===== src/rtl/tl_periph_demux.sv =====
// TileLink-UL 1-to-N peripheral demultiplexer.
// Registers one master A request, decodes its address into a slave index and
// issues it to that slave. D responses are muxed back from the current target
// only. Addresses with nonzero bits above the slave index are answered
// locally by an error responder with a denied response.
// Ports:
//   xbar_clock_i / xbar_reset_i : clock, synchronous active-high reset
//   m_a_* / m_d_*               : master-side A request and D response channels
//   s_a_*                       : A payload broadcast to all slaves, one-hot s_a_valid
//   s_d_*                       : flattened per-slave D channels (slave k at slice k)
module tl_periph_demux #(
    parameter int unsigned TL_RS   = 4,
    parameter int unsigned TL_AW   = 32,
    parameter int unsigned N       = 4,
    parameter int unsigned OFF_AW  = 1,
    parameter int unsigned MAX_OUT = 4
) (
    input  logic                 xbar_clock_i,
    input  logic                 xbar_reset_i,

    input  logic [2:0]           m_a_opcode,
    input  logic [2:0]           m_a_param,
    input  logic [3:0]           m_a_size,
    input  logic [TL_RS-1:0]     m_a_source,
    input  logic [TL_AW-1:0]     m_a_address,
    input  logic [3:0]           m_a_mask,
    input  logic [31:0]          m_a_data,
    input  logic                 m_a_valid,
    output logic                 m_a_ready,

    output logic [2:0]           m_d_opcode,
    output logic [1:0]           m_d_param,
    output logic [3:0]           m_d_size,
    output logic [TL_RS-1:0]     m_d_source,
    output logic                 m_d_denied,
    output logic [31:0]          m_d_data,
    output logic                 m_d_corrupt,
    output logic                 m_d_valid,
    input  logic                 m_d_ready,

    output logic [2:0]           s_a_opcode,
    output logic [2:0]           s_a_param,
    output logic [3:0]           s_a_size,
    output logic [TL_RS-1:0]     s_a_source,
    output logic [3:0]           s_a_mask,
    output logic [31:0]          s_a_data,
    output logic [OFF_AW-1:0]    s_a_address,
    output logic [N-1:0]         s_a_valid,
    input  logic [N-1:0]         s_a_ready,

    input  logic [N*3-1:0]       s_d_opcode,
    input  logic [N*2-1:0]       s_d_param,
    input  logic [N*4-1:0]       s_d_size,
    input  logic [N*TL_RS-1:0]   s_d_source,
    input  logic [N-1:0]         s_d_denied,
    input  logic [N*32-1:0]      s_d_data,
    input  logic [N-1:0]         s_d_corrupt,
    input  logic [N-1:0]         s_d_valid,
    output logic [N-1:0]         s_d_ready
);

    localparam int unsigned IDX_W  = $clog2(N);
    localparam int unsigned CNT_W  = $clog2(MAX_OUT + 1);
    localparam int unsigned HI_LSB = OFF_AW + IDX_W;

    localparam logic [2:0] OP_PUT_FULL    = 3'd0;
    localparam logic [2:0] OP_PUT_PARTIAL = 3'd1;
    localparam logic [2:0] OP_GET         = 3'd4;
    localparam logic [2:0] OP_ACK         = 3'd0;
    localparam logic [2:0] OP_ACK_DATA    = 3'd1;

    typedef struct packed {
        logic [2:0]        opcode;
        logic [2:0]        param;
        logic [3:0]        size;
        logic [TL_RS-1:0]  source;
        logic [OFF_AW-1:0] offset;
        logic [3:0]        mask;
        logic [31:0]       data;
    } a_req_t;

    // err set selects the local error responder; idx is then don't-care (kept 0)
    typedef struct packed {
        logic             err;
        logic [IDX_W-1:0] idx;
    } tgt_t;

    a_req_t           a_req;
    tgt_t             a_tgt;
    logic             a_full;
    tgt_t             cur_tgt;
    logic [CNT_W-1:0] outstanding;

    logic             e_valid;
    logic [2:0]       e_opcode;
    logic [3:0]       e_size;
    logic [TL_RS-1:0] e_source;
    logic             e_corrupt;

    tgt_t dec_tgt;
    tgt_t ref_tgt;
    logic dec_mapped;
    logic room;
    logic has_out;
    logic busy;
    logic e_ready;
    logic a_fire;
    logic m_a_fire;
    logic m_d_fire;

    logic [2:0]       sd_opcode  [N];
    logic [1:0]       sd_param   [N];
    logic [3:0]       sd_size    [N];
    logic [TL_RS-1:0] sd_source  [N];
    logic [31:0]      sd_data    [N];

    // Address decode of the incoming master request
    always_comb begin
        dec_mapped  = (m_a_address[TL_AW-1:HI_LSB] == '0);
        dec_tgt.err = ~dec_mapped;
        dec_tgt.idx = dec_mapped ? m_a_address[OFF_AW +: IDX_W] : '0;
    end

    // Issue and acceptance control; ready never depends on this cycle's D fire
    always_comb begin
        room    = (outstanding != CNT_W'(MAX_OUT));
        has_out = (outstanding != '0);
        busy    = a_full | has_out;
        ref_tgt = a_full ? a_tgt : cur_tgt;
        e_ready = ~e_valid;
        a_fire  = a_full & room & (a_tgt.err ? e_ready : s_a_ready[a_tgt.idx]);
        m_a_ready = ~xbar_reset_i & (~a_full | a_fire) & room &
                    ~(busy & (dec_tgt != ref_tgt));
        m_a_fire  = m_a_valid & m_a_ready;
    end

    // Slave A channel: held payload broadcast, one-hot valid
    always_comb begin
        s_a_opcode  = a_req.opcode;
        s_a_param   = a_req.param;
        s_a_size    = a_req.size;
        s_a_source  = a_req.source;
        s_a_mask    = a_req.mask;
        s_a_data    = a_req.data;
        s_a_address = a_req.offset;
        for (int k = 0; k < N; k++) begin
            s_a_valid[k] = a_full & room & ~a_tgt.err & (a_tgt.idx == IDX_W'(k));
        end
    end

    // Unflatten slave D payloads
    always_comb begin
        for (int k = 0; k < N; k++) begin
            sd_opcode[k] = s_d_opcode[k*3 +: 3];
            sd_param[k]  = s_d_param[k*2 +: 2];
            sd_size[k]   = s_d_size[k*4 +: 4];
            sd_source[k] = s_d_source[k*TL_RS +: TL_RS];
            sd_data[k]   = s_d_data[k*32 +: 32];
        end
    end

    // D mux from the current target; nothing is presented with no request in flight
    always_comb begin
        m_d_opcode  = e_opcode;
        m_d_param   = 2'd0;
        m_d_size    = e_size;
        m_d_source  = e_source;
        m_d_denied  = 1'b1;
        m_d_data    = 32'd0;
        m_d_corrupt = e_corrupt;
        m_d_valid   = has_out & e_valid;
        if (!cur_tgt.err) begin
            m_d_opcode  = sd_opcode[cur_tgt.idx];
            m_d_param   = sd_param[cur_tgt.idx];
            m_d_size    = sd_size[cur_tgt.idx];
            m_d_source  = sd_source[cur_tgt.idx];
            m_d_denied  = s_d_denied[cur_tgt.idx];
            m_d_data    = sd_data[cur_tgt.idx];
            m_d_corrupt = s_d_corrupt[cur_tgt.idx];
            m_d_valid   = has_out & s_d_valid[cur_tgt.idx];
        end
        m_d_fire = m_d_valid & m_d_ready;
        for (int k = 0; k < N; k++) begin
            s_d_ready[k] = m_d_ready & has_out & ~cur_tgt.err & (cur_tgt.idx == IDX_W'(k));
        end
    end

    // A register, target tracking, outstanding count and error responder
    always_ff @(posedge xbar_clock_i) begin
        if (xbar_reset_i) begin
            a_full      <= 1'b0;
            a_req       <= '0;
            a_tgt       <= '0;
            cur_tgt     <= '0;
            outstanding <= '0;
            e_valid     <= 1'b0;
            e_opcode    <= 3'd0;
            e_size      <= 4'd0;
            e_source    <= '0;
            e_corrupt   <= 1'b0;
        end else begin
            if (m_a_fire) begin
                a_full       <= 1'b1;
                a_req.opcode <= m_a_opcode;
                a_req.param  <= m_a_param;
                a_req.size   <= m_a_size;
                a_req.source <= m_a_source;
                a_req.offset <= m_a_address[OFF_AW-1:0];
                a_req.mask   <= m_a_mask;
                a_req.data   <= m_a_data;
                a_tgt        <= dec_tgt;
            end else if (a_fire) begin
                a_full <= 1'b0;
            end

            if (a_fire) begin
                cur_tgt <= a_tgt;
            end

            if (a_fire && !m_d_fire) begin
                outstanding <= outstanding + CNT_W'(1);
            end else if (!a_fire && m_d_fire) begin
                outstanding <= outstanding - CNT_W'(1);
            end

            if (a_fire && a_tgt.err) begin
                e_valid  <= 1'b1;
                e_size   <= a_req.size;
                e_source <= a_req.source;
                if (a_req.opcode == OP_GET) begin
                    e_opcode  <= OP_ACK_DATA;
                    e_corrupt <= 1'b1;
                end else if (a_req.opcode == OP_PUT_FULL || a_req.opcode == OP_PUT_PARTIAL) begin
                    e_opcode  <= OP_ACK;
                    e_corrupt <= 1'b0;
                end else begin
                    e_opcode  <= OP_ACK;
                    e_corrupt <= 1'b0;
                end
            end else if (m_d_fire && cur_tgt.err) begin
                e_valid <= 1'b0;
            end
        end
    end

endmodule


===== config.mk =====
export PLATFORM = sky130hd
export DESIGN_NAME = tl_periph_demux
export DESIGN_NICKNAME = d
export VERILOG_FILES = /design/src/rtl/tl_periph_demux.sv
export SDC_FILE = /design/constraint.sdc
export NUM_CORES = 1
export LEC_CHECK = 0
export CAP_MARGIN = 20
export CORE_AREA = 3 3 150 152
export DETAILED_ROUTE_END_ITERATION = 16
export DIE_AREA = 0 0 153 155
export GPL_ROUTABILITY_DRIVEN = 0
export HOLD_SLACK_MARGIN = 0.06
export PLACE_DENSITY_LB_ADDON = 0.1
export SLEW_MARGIN = 0
export SYNTH_ARGS = -nofsm -noshare
export SYNTH_HDL_FRONTEND = slang
export SYNTH_SLANG_ARGS = --single-unit

===== constraint.sdc =====
create_clock -name xbar_clock_i -period 5.35 [get_ports xbar_clock_i]
set_input_delay 1.07 -clock xbar_clock_i [delete_from_list [all_inputs] [get_ports xbar_clock_i]]
set_output_delay 1.07 -clock xbar_clock_i [all_outputs]
set_load 0.03 [all_outputs]

==> results.md <==
* Status: complete, no violations
* Share of cells above drive strength 1 at 0.0943
* Initial DRT Pass Iterations at 4
* Core area at 21,200 um2
* Fmax at 218 MHz
* Longest Clk Path Bufs at 2
* Die Y at 155 um
* Layout fillers at 2,069
* Hold WC Path Type: reg2reg
* Synth Cell Area at 4620 um2
* FF-to-FF path depth at 10
* Root Buffer: clkbuf_16
* Final worst-path cycle share at 0.858
* Total CTS buffers at 9
* Cell count after synthesis at 500
* Critical Path Source Type: input port
* Slew Limit Fails at 0
* Placed Cells at 1,118
* Asr flop ratio synth at 0
* Detailed Place HPWL at 18.6 mm
* Setup TNS at 0 ns
* Pwr/cell area at 323 nW/um2
* Yosys warns at 0
* Die ar. at 23,700 um2
* FP Rows at 53
* Arrival time worst endpoint at 3.52 ns
* Routed Wire Length at 23.4 mm
* Storage cell area at 1430 um2
* Max-cap violation count at 0
* Worst-Margin Slew at 0.793 ns
* Slew headroom at 0.460
* Clock transition at path regs at 0.06 ns
* First-pass GRT wire length at 34.7 mm
* Wire per inst at 20.5 um
* Area delta synth->final at 94.3%
* Mean Syn Cell Area at 9.24 um2
* Crit Path Category: in2out
* Syn nets at 784
* Die W at 153 um
* Seq cells post-synth at 71
* Pre-CTS setup slack at 0.713 ns
* H-Tree Depth at 3
* RSZ-0062 raised after global routing: false
* CTS tree: done
* Residual DRC at 0
* Multi-input logic area at 2920 um2
* Starting Density at 0.218
* Synth area leader: dfxtp_1
* Cts hold-fix bufs at 0
* Post-synthesis sequential area ratio at 0.308
* Gr usage total at 0.188
* Commonest non-fill, non-tap cell in the layout: clkdlybuf4s50_1
* Cell leakage power at 3.11 nW
* Via count at 5,387
* CP required at 4.28 ns
* Most frequent cells in the layout: clkdlybuf4s50_1 (388), dfxtp_1 (69), a21oi_1 (58), o21ai_0 (56), nand3_1 (51)
* Layout Skew at 0.00740 ns
* Avg Vias per Cell at 4.74
* Number of synthesized flops with an enable pin at 0
* Post-CTS resize count at 0
* Post-CTS setup-driven buffer insertion count at 0
* Fin cells at 1,137
* IO Port Bufs at 389
* Ports at 390
* Post-DRT Antenna Nets at 0
* Total gr overflow at 0
* Worst skew pair latency at 0.34 ns
* Synth Flop Type: dfxtp_1
* Final worst-path setup slack at 0.761 ns
* Vias in the first global route at 5,679
* Tmin final at 4.59 ns
* Pin count of the biggest net entering global routing at 73
* DRT iter0 DRCs at 136
* Top cell type's share of synthesized area at 0.308
* Setup crit end kind: output pin
* Top cells by area, synth: dfxtp_1 (31%), mux4_2 (23%), a21oi_1 (6.3%), o21ai_0 (6.1%), nand3_1 (5.5%)
* Peak supply drop at 273 uV
* Setup Viol. Count Final at 0
* Hold path cells at 2
* Synth unique cells at 40
* Final hold vios at 0
* Final nets at 1,139
* Crit path max fanout at 4
* Initial antenna violation count at 11
* CTS sink cnt at 71
## kinds of logic (layout without fill, tap and decap cells)
| kind of cell | Yosys count | count (layout) | synth area share |
|---|---|---|---|
| other | 0 | 3 | 0 |
| adders and majority gates | 2 | 2 | 0.00704 |
| buffers and inverters | 55 | 414 | 0.0636 |
| and+or+nand+nor | 182 | 182 | 0.205 |
| xor gates and xnor gates | 5 | 5 | 0.00947 |
| muxes | 64 | 64 | 0.270 |
| DFF | 71 | 71 | 0.308 |
| AOI/OAI and AO/OA | 121 | 121 | 0.137 |
## critical path, cell delays in order
cell	delay, ns
clkdlybuf4s50_1	0.40
nor4_1	0.30
nand2_1	0.14
nor4_4	0.47
mux2_4	0.34
and2_1	0.17
clkdlybuf4s50_1	0.62
## layer usage
metal | part of all wire | track usage
met1 | 0.37 | 0.203
met5 | 0.0047 | 0
met2 | 0.51 | 0.344
met3 | 0.093 | 0.0768
met4 | 0.015 | 0.0412
## per-stage QoR
stage	power (mW)	area (um2)	utilization	hold slack (ns)
3_5_place_dp	2.27	8640	0.408	0.468
2_1_floorplan	1.66	4620	-	0.457
3_3_place_gp	2.25	8640	0.408	0.461
4_1_cts	2.94	8950	0.423	0.476
5_1_grt	3.08	8980	0.424	0.496
6_report	2.90	8980	0.424	0.472
## Yosys cell counts, types with 2 or more instances
master,n
nor4_1,8
buf_2,10
a21oi_1,58
buf_4,4
xor2_1,4
or3_1,2
mux4_2,48
nand2b_1,6
nand2_1,41
and3_1,2
mux2i_1,14
nand4_1,2
dfxtp_1,71
buf_1,5
and2_1,38
inv_1,2
or2_2,2
buf_6,8
nand3_1,51
nor3b_1,2
nor4b_1,4
o21ai_0,56
clkbuf_1,26
nor2_1,20
## report_power, final
group	switching [mW]	total [mW]	internal [mW]
Clock	0.241	0.648	0.407
Combinational	0.928	1.56	0.630
Sequential	0.0695	0.696	0.626
Total	1.24	2.90	1.66
## sequential cells by signal, indices dropped and copies added (netlist names)
register and cells:
s_a_data 32, e_size 4, e_source 4, s_a_mask 4
s_a_size 4, s_a_source 4, a_tgt 3, cur_tgt 3
outstanding 3, s_a_opcode 3, s_a_param 3, a_full 1
e_corrupt 1, e_valid 1, s_a_address 1
## worst paths after layout
check        slack, ns             end            start
max               0.76       m_a_ready  m_a_address[10]
min reg2reg       0.47    s_a_data[20]     s_a_data[20]
max reg2reg       2.25  outstanding[2]       cur_tgt[0]
min               0.47    s_a_data[20]     s_a_data[20]
## layout make-up
class / instances / area share
diodes: 3 / 0.000836
multi-input cells: 374 / 0.325
clock inverters: 5 / 0.00920
flip-flops and latches: 71 / 0.159
well taps: 275 / 0.0383
inverters: 2 / 0.000836
clock buffers: 10 / 0.0255
repair buffers: 397 / 0.441
(Power assumes the default switching activity.)
